[config.mk]
export PLATFORM = sky130hd
export DESIGN_NAME = matmul_engine
export DESIGN_NICKNAME = d
export VERILOG_FILES = /design/src/rtl/matmul_engine.sv
export SDC_FILE = /design/constraint.sdc
export NUM_CORES = 1
export LEC_CHECK = 0
export ABC_AREA = 1
export BUFFER_PORTS_ARGS = -buffer_cell sky130_fd_sc_hd__buf_4
export CAP_MARGIN = 20
export CORE_ASPECT_RATIO = 0.5
export CORE_MARGIN = 1
export CORE_UTILIZATION = 68
export CTS_BUF_LIST = sky130_fd_sc_hd__clkbuf_4 sky130_fd_sc_hd__clkbuf_8 sky130_fd_sc_hd__clkbuf_16
export CTS_CLUSTER_DIAMETER = 30
export DETAILED_ROUTE_END_ITERATION = 6
export GPL_TIMING_DRIVEN = 1
export HOLD_SLACK_MARGIN = 0.12
export PLACE_DENSITY = 0.95
export SKIP_CTS_REPAIR_TIMING = 1
export SLEW_MARGIN = 20
export SYNTH_ARGS = -nofsm -noshare
export SYNTH_HDL_FRONTEND = slang
export SYNTH_SLANG_ARGS = --single-unit
[constraint.sdc]
create_clock -name clock -period 9.74 [get_ports clock]
set_input_delay 0.487 -clock clock [delete_from_list [all_inputs] [get_ports clock]]
set_output_delay 0.487 -clock clock [all_outputs]
set_load 0.01 [all_outputs]
[src/rtl/matmul_engine.sv]
`default_nettype none
// ============================================================================
// Module   : matmul_engine
// Brief    : Sequencer computing C = A x B from row-major matrices in memory.
// Revision : 1.0
// ============================================================================
module matmul_engine #(
   parameter int DATA_W = 8,
   parameter int ACC_W  = 24,
   parameter int ADDR_W = 16,
   parameter int DIM_W  = 8,
   parameter int SAT    = 0
) (
   input  logic              clock,
   input  logic              rst,
   input  logic              start,
   input  logic [DIM_W-1:0]  dim_x,
   input  logic [DIM_W-1:0]  dim_y,
   input  logic [DIM_W-1:0]  dim_z,
   input  logic [ADDR_W-1:0] base_a,
   input  logic [ADDR_W-1:0] base_b,
   input  logic [ADDR_W-1:0] base_c,
   output logic              mem_rd_en,
   output logic [ADDR_W-1:0] mem_addr,
   input  logic [DATA_W-1:0] mem_rdata,
   output logic              res_wr_en,
   output logic [ADDR_W-1:0] res_addr,
   output logic [ACC_W-1:0]  res_data,
   output logic              busy,
   output logic              done,
   output logic              err
);

   localparam int c_PW = 2 * DIM_W;
   localparam int c_MW = 2 * DATA_W;

   typedef enum logic [2:0] {
      S_IDLE = 3'd0,
      S_RD_A = 3'd1,
      S_RD_B = 3'd2,
      S_MAC  = 3'd3,
      S_WR   = 3'd4,
      S_DONE = 3'd5
   } state_t;

   state_t r_state;
   state_t w_next;

   logic [DIM_W-1:0]  r_dim_x, r_dim_y, r_dim_z;
   logic [ADDR_W-1:0] r_base_a, r_base_b, r_base_c;
   logic [DIM_W-1:0]  r_i, r_j, r_k;
   logic [ACC_W-1:0]  r_acc;
   logic [DATA_W-1:0] r_a;
   logic              r_err;
   logic [ADDR_W-1:0] r_mem_addr;
   logic [ADDR_W-1:0] r_res_addr;
   logic [ACC_W-1:0]  r_res_data;

   logic              w_zero;
   logic              w_i_last, w_j_last, w_k_last;
   logic [ADDR_W-1:0] w_a_addr, w_b_addr, w_c_addr;
   logic [c_MW-1:0]   w_prod;
   logic [ACC_W:0]    w_sum;
   logic [ACC_W-1:0]  w_acc_next;

   assign w_zero   = (dim_x == '0) || (dim_y == '0) || (dim_z == '0);
   assign w_i_last = (r_i == r_dim_x - DIM_W'(1));
   assign w_j_last = (r_j == r_dim_z - DIM_W'(1));
   assign w_k_last = (r_k == r_dim_y - DIM_W'(1));

   assign w_a_addr = r_base_a + ADDR_W'(c_PW'(r_i) * c_PW'(r_dim_y)) + ADDR_W'(r_k);
   assign w_b_addr = r_base_b + ADDR_W'(c_PW'(r_k) * c_PW'(r_dim_z)) + ADDR_W'(r_j);
   assign w_c_addr = r_base_c + ADDR_W'(c_PW'(r_i) * c_PW'(r_dim_z)) + ADDR_W'(r_j);

   assign w_prod = c_MW'(r_a) * c_MW'(mem_rdata);
   assign w_sum  = {1'b0, r_acc} + (ACC_W + 1)'(w_prod);

   // A clamped accumulator re-clamps on every further non-zero product.
   generate
      if (SAT != 0) begin : g_sat
         assign w_acc_next = w_sum[ACC_W] ? {ACC_W{1'b1}} : w_sum[ACC_W-1:0];
      end else begin : g_wrap
         assign w_acc_next = w_sum[ACC_W-1:0];
      end
   endgenerate

   always_comb begin
      w_next = r_state;
      case (r_state)
         S_IDLE: if (start) w_next = w_zero ? S_DONE : S_RD_A;
         S_RD_A: w_next = S_RD_B;
         S_RD_B: w_next = S_MAC;
         S_MAC:  w_next = w_k_last ? S_WR : S_RD_A;
         S_WR:   w_next = (w_i_last && w_j_last) ? S_DONE : S_RD_A;
         S_DONE: w_next = S_IDLE;
         default: w_next = S_IDLE;
      endcase
   end

   always_ff @(posedge clock or negedge rst) begin
      if (!rst) begin
         r_state    <= S_IDLE;
         r_dim_x    <= '0;
         r_dim_y    <= '0;
         r_dim_z    <= '0;
         r_base_a   <= '0;
         r_base_b   <= '0;
         r_base_c   <= '0;
         r_i        <= '0;
         r_j        <= '0;
         r_k        <= '0;
         r_acc      <= '0;
         r_a        <= '0;
         r_err      <= 1'b0;
         r_mem_addr <= '0;
         r_res_addr <= '0;
         r_res_data <= '0;
      end else begin
         r_state <= w_next;
         case (r_state)
            S_IDLE: begin
               if (start) begin
                  r_dim_x  <= dim_x;
                  r_dim_y  <= dim_y;
                  r_dim_z  <= dim_z;
                  r_base_a <= base_a;
                  r_base_b <= base_b;
                  r_base_c <= base_c;
                  r_i      <= '0;
                  r_j      <= '0;
                  r_k      <= '0;
                  r_acc    <= '0;
                  r_err    <= w_zero;
               end
            end
            S_RD_A: r_mem_addr <= w_a_addr;
            S_RD_B: begin
               r_mem_addr <= w_b_addr;
               r_a        <= mem_rdata;
            end
            S_MAC: begin
               r_acc <= w_acc_next;
               if (!w_k_last) r_k <= r_k + DIM_W'(1);
            end
            S_WR: begin
               r_res_addr <= w_c_addr;
               r_res_data <= r_acc;
               r_acc      <= '0;
               r_k        <= '0;
               if (w_j_last) begin
                  r_j <= '0;
                  r_i <= w_i_last ? '0 : r_i + DIM_W'(1);
               end else begin
                  r_j <= r_j + DIM_W'(1);
               end
            end
            default: ;
         endcase
      end
   end

   // Strobed outputs show live values in their state and hold the last one otherwise.
   assign mem_rd_en = (r_state == S_RD_A) || (r_state == S_RD_B);
   assign mem_addr  = (r_state == S_RD_A) ? w_a_addr :
                      (r_state == S_RD_B) ? w_b_addr : r_mem_addr;
   assign res_wr_en = (r_state == S_WR);
   assign res_addr  = (r_state == S_WR) ? w_c_addr : r_res_addr;
   assign res_data  = (r_state == S_WR) ? r_acc : r_res_data;
   assign busy      = (r_state != S_IDLE);
   assign done      = (r_state == S_DONE);
   assign err       = r_err;

endmodule
`default_nettype wire
==> results.json <==
{
  "status": "finished, final reports clean",
  "cp_max_fo": 22,
  "design.die.area_sq_mm": 0.0305,
  "via_per_inst": 5.70,
  "ys_seq_area_share_pct": 23.2,
  "hold_end": "r_base_b[0]",
  "overflow": 0,
  "drtAntennaViolNets": 0,
  "timing.slew.headroom_pct": 35.6,
  "htreeDepth": 4,
  "areaGrowthSynthToFinish_pct": 8.95,
  "clock_path_buffers": 2,
  "drc": 0,
  "synth-edff-count": 0,
  "cp-start-kind": "flip-flop",
  "grt_pass1_wl_microns": 84800,
  "p_int_mw": 3.18,
  "yosysWarningCount": 0,
  "powerDensity_mw_per_mm2": 316,
  "synth_seq_cells": 188,
  "power_frac_seq_pct": 20.1,
  "n_antenna_cell": 0,
  "cp_top_family": "adder cells",
  "maxCapViolCount": 0,
  "drt-total-wl_microns": 52100,
  "clk_latency_ps": 490,
  "synth_top_area_cell": "dfrtp_1",
  "synth_fa_ha_area_share_pct": 32.9,
  "path_cells": "nand2_1 -> fa_1 -> fa_1 -> inv_1 -> fa_1 -> fa_1 -> inv_1 -> fa_1 -> inv_1 -> ha_1 -> nand2_1 -> o21ai_0 -> a21oi_1 -> o21ai_0 -> or2_2 -> nand3_1 -> nand2_1 -> buf_4",
  "required_ps": 9250,
  "avgSynthCellArea_sq_um": 7.70,
  "grt_pass1_vias": 17900,
  "wl_per_cell_microns": 16.8,
  "critPathKind": "flip-flop to output pin",
  "power.switching_mw": 3.78,
  "path_clk_slew_ps": 80,
  "pwr-share-comb_pct": 69.1,
  "synthMuxAreaShare_pct": 0,
  "setup-tns-final_ps": 0,
  "peakVddDrop_mv": 0.493,
  "yosys.area_share.simple_pct": 21.9,
  "initial_core_util_pct": 69.5,
  "post-route-period-util_pct": 66.2,
  "rsz0062_at_grt": "false",
  "tritoncts": "built",
  "swShare_pct": 54.3,
  "hold_depth": 3,
  "dp_cells": 3072,
  "startpoint": "r_i[2]",
  "drive_gt1_share_pct": 8.84,
  "drt-initial-drc-count": 1495,
  "synth_flop_cell": "dfrtp_1",
  "synth_compound_area_share_pct": 6.87,
  "syn_area_sq_mm": 0.0202,
  "synthTopCellsByArea": "dfrtp_1 (23%), fa_1 (21%), nand2_1 (14%)",
  "leakagePower_nw": 13.1,
  "die_y_microns": 124,
  "setup_viol": 0,
  "hpwl_microns": 39500,
  "critPathBufInv": 4,
  "synth_cell_type_count": 44,
  "num-nets-final": 3187,
  "r2r_end": "r_res_addr[11]",
  "setup.worst_path.end_class": "output pin",
  "reg2reg_setup_slack_ps": 4280,
  "hold_violations": 0,
  "grt_max_degree": 83,
  "gp_congestion": 0.921,
  "drv_slew": 0,
  "stdcell_count": 3105,
  "min_path_type": "input port to flip-flop",
  "cts_root_buffer": "clkbuf_16",
  "synth_xor_area_share_pct": 2.42,
  "antenna_found_initial": 1,
  "via_count": 17700,
  "arrival_ps": 5970,
  "dr.pass1.iters": 6,
  "cp_common_cell": "fa_1",
  "synth_top_family_by_area": "adder cells",
  "fin_crit_ps": 6450,
  "worst_clock_skew_ps": 13.9,
  "synthArstFlopShare_pct": 100,
  "n_fill_cell": 1952,
  "synth_top_cell_area_share_pct": 23.2,
  "num_io_pins": 144,
  "rows": 44,
  "synth_nets": 3114,
  "p_clk_share_pct": 10.7,
  "grt_usage_pct": 35.7,
  "cts-buffers-inserted": 17,
  "fmax_ghz": 0.155,
  "core-area_sq_mm": 0.0291,
  "cts_sinks": 188,
  "cp_slowest_cell": "dfrtp_1",
  "slowest_delay_ps": 980,
  "netlist_instances": 2628,
  "numPortBuffers": 143,
  "worst_slew_pin_slew_ps": 964,
  "hp-start": "base_b[0]",
  "reg2regPathDepth": 17,
  "die_w_microns": 246,
  "r2r-start": "r_i[2]"
}
-- layer usage --
layer | share of wire, % | GRT usage [%] | vias up
met2 | 49 | 61.7 | 894
met1 | 38 | 42.8 | 8472
met4 | 4.1 | 17.7 | 2
met5 | 0.025 | 0 | -
met3 | 8.5 | 7.89 | 201
li1 | - | - | 8119
-- through the flow --
stage / total power, mW / util (%) / setup slack (ps) / hold slack, ps / cell area (sq um)
2_1_floorplan: 4.79 / - / 4270 / 191 / 20200
3_3_place_gp: 5.87 / 73.6 / 3970 / 455 / 21400
3_5_place_dp: 6.07 / 73.6 / 3890 / 459 / 21400
4_1_cts: 6.89 / 75.7 / 3370 / 64.6 / 22000
5_1_grt: 7.63 / 75.7 / 3000 / 218 / 22100
6_report: 6.96 / 75.7 / 3290 / 200 / 22100
-- sequential cells by signal, summed over array words and instances, names as in the netlist --
signal	cells
r_j	8
r_mem_addr	16
r_state	3
r_acc	24
r_k	8
r_base_a	16
r_base_c	16
r_res_addr	16
r_dim_y	8
r_res_data	24
r_i	8
r_dim_x	8
r_base_b	16
r_a	8
err	1
r_dim_z	8
-- cells in the mapped netlist (all sizes together), types with 8 or more instances --
library cell,count
nor3,22
a21o,8
a21oi,70
xnor2,25
nand3b,11
a31oi,9
fa,215
nand4,10
o22ai,14
inv,565
dfrtp,188
nor2,105
xor2,31
o21ai,131
ha,188
nand3,138
clkbuf,50
buf,48
nand2,765
-- final cells by class --
cell class | count | area, sq um | share of cell area (%)
Clock buffer | 18 | 433 | 1.96
Inverter | 565 | 2120 | 9.62
Tap cell | 391 | 489 | 2.22
Multi-Input combinational cell | 1777 | 13000 | 58.8
Clock inverter | 14 | 178 | 0.806
Sequential cell | 188 | 4700 | 21.3
Timing Repair Buffer | 152 | 1150 | 5.21
-- power groups by stage --
stage	combinational (mW)	sequential, mW	clock, mW
after global routing	5.42	1.43	0.780
after global placement	4.49	1.38	0
final	4.81	1.40	0.747
after CTS	4.76	1.39	0.748
after detailed placement	4.67	1.40	0
after floorplan	3.62	1.16	0
-- worst max-delay path by stage --
stage | end | slack [ps] | cells after the start
after floorplan | res_addr[11] | 4270 | 21
after global placement | res_addr[11] | 3970 | 20
after detailed placement | res_addr[11] | 3890 | 20
after CTS | res_addr[11] | 3370 | 20
after global routing | res_addr[11] | 3000 | 20
final | res_addr[11] | 3290 | 18
-- worst min-delay path, stage by stage --
cell,delay [ps]
buf_4,70
nand2_1,40
nand2_1,50
-- placed cells by master, fill, tap and decap left out, drive strengths merged, types with 2 or more instances in the layout --
cell type	Yosys	routed
a31oi	9	9
a21o	8	8
o21ai	131	131
nand3b	11	11
or2	7	7
xor2	31	31
inv	565	571
o21bai	7	7
ha	188	188
nor4	6	6
fa	215	215
buf	48	150
o221ai	2	2
clkbuf	50	19
o22ai	14	14
a221o	2	2
nand2	765	765
dfrtp	188	188
nand3	138	138
o211ai	6	6
clkinv	0	6
nand4	10	10
nor2	105	105
a21oi	70	70
xnor2	25	25
nor3	22	22
-- kinds of logic (layout without fill, tap and decap cells) --
family / after synthesis / after routing
xor+xnor: 56 / 56
compound gates: 252 / 252
flops: 188 / 188
fa+ha+maj: 403 / 403
simple gates: 1066 / 1066
buf+inv: 663 / 749
Power figures use the tool's default switching activity.
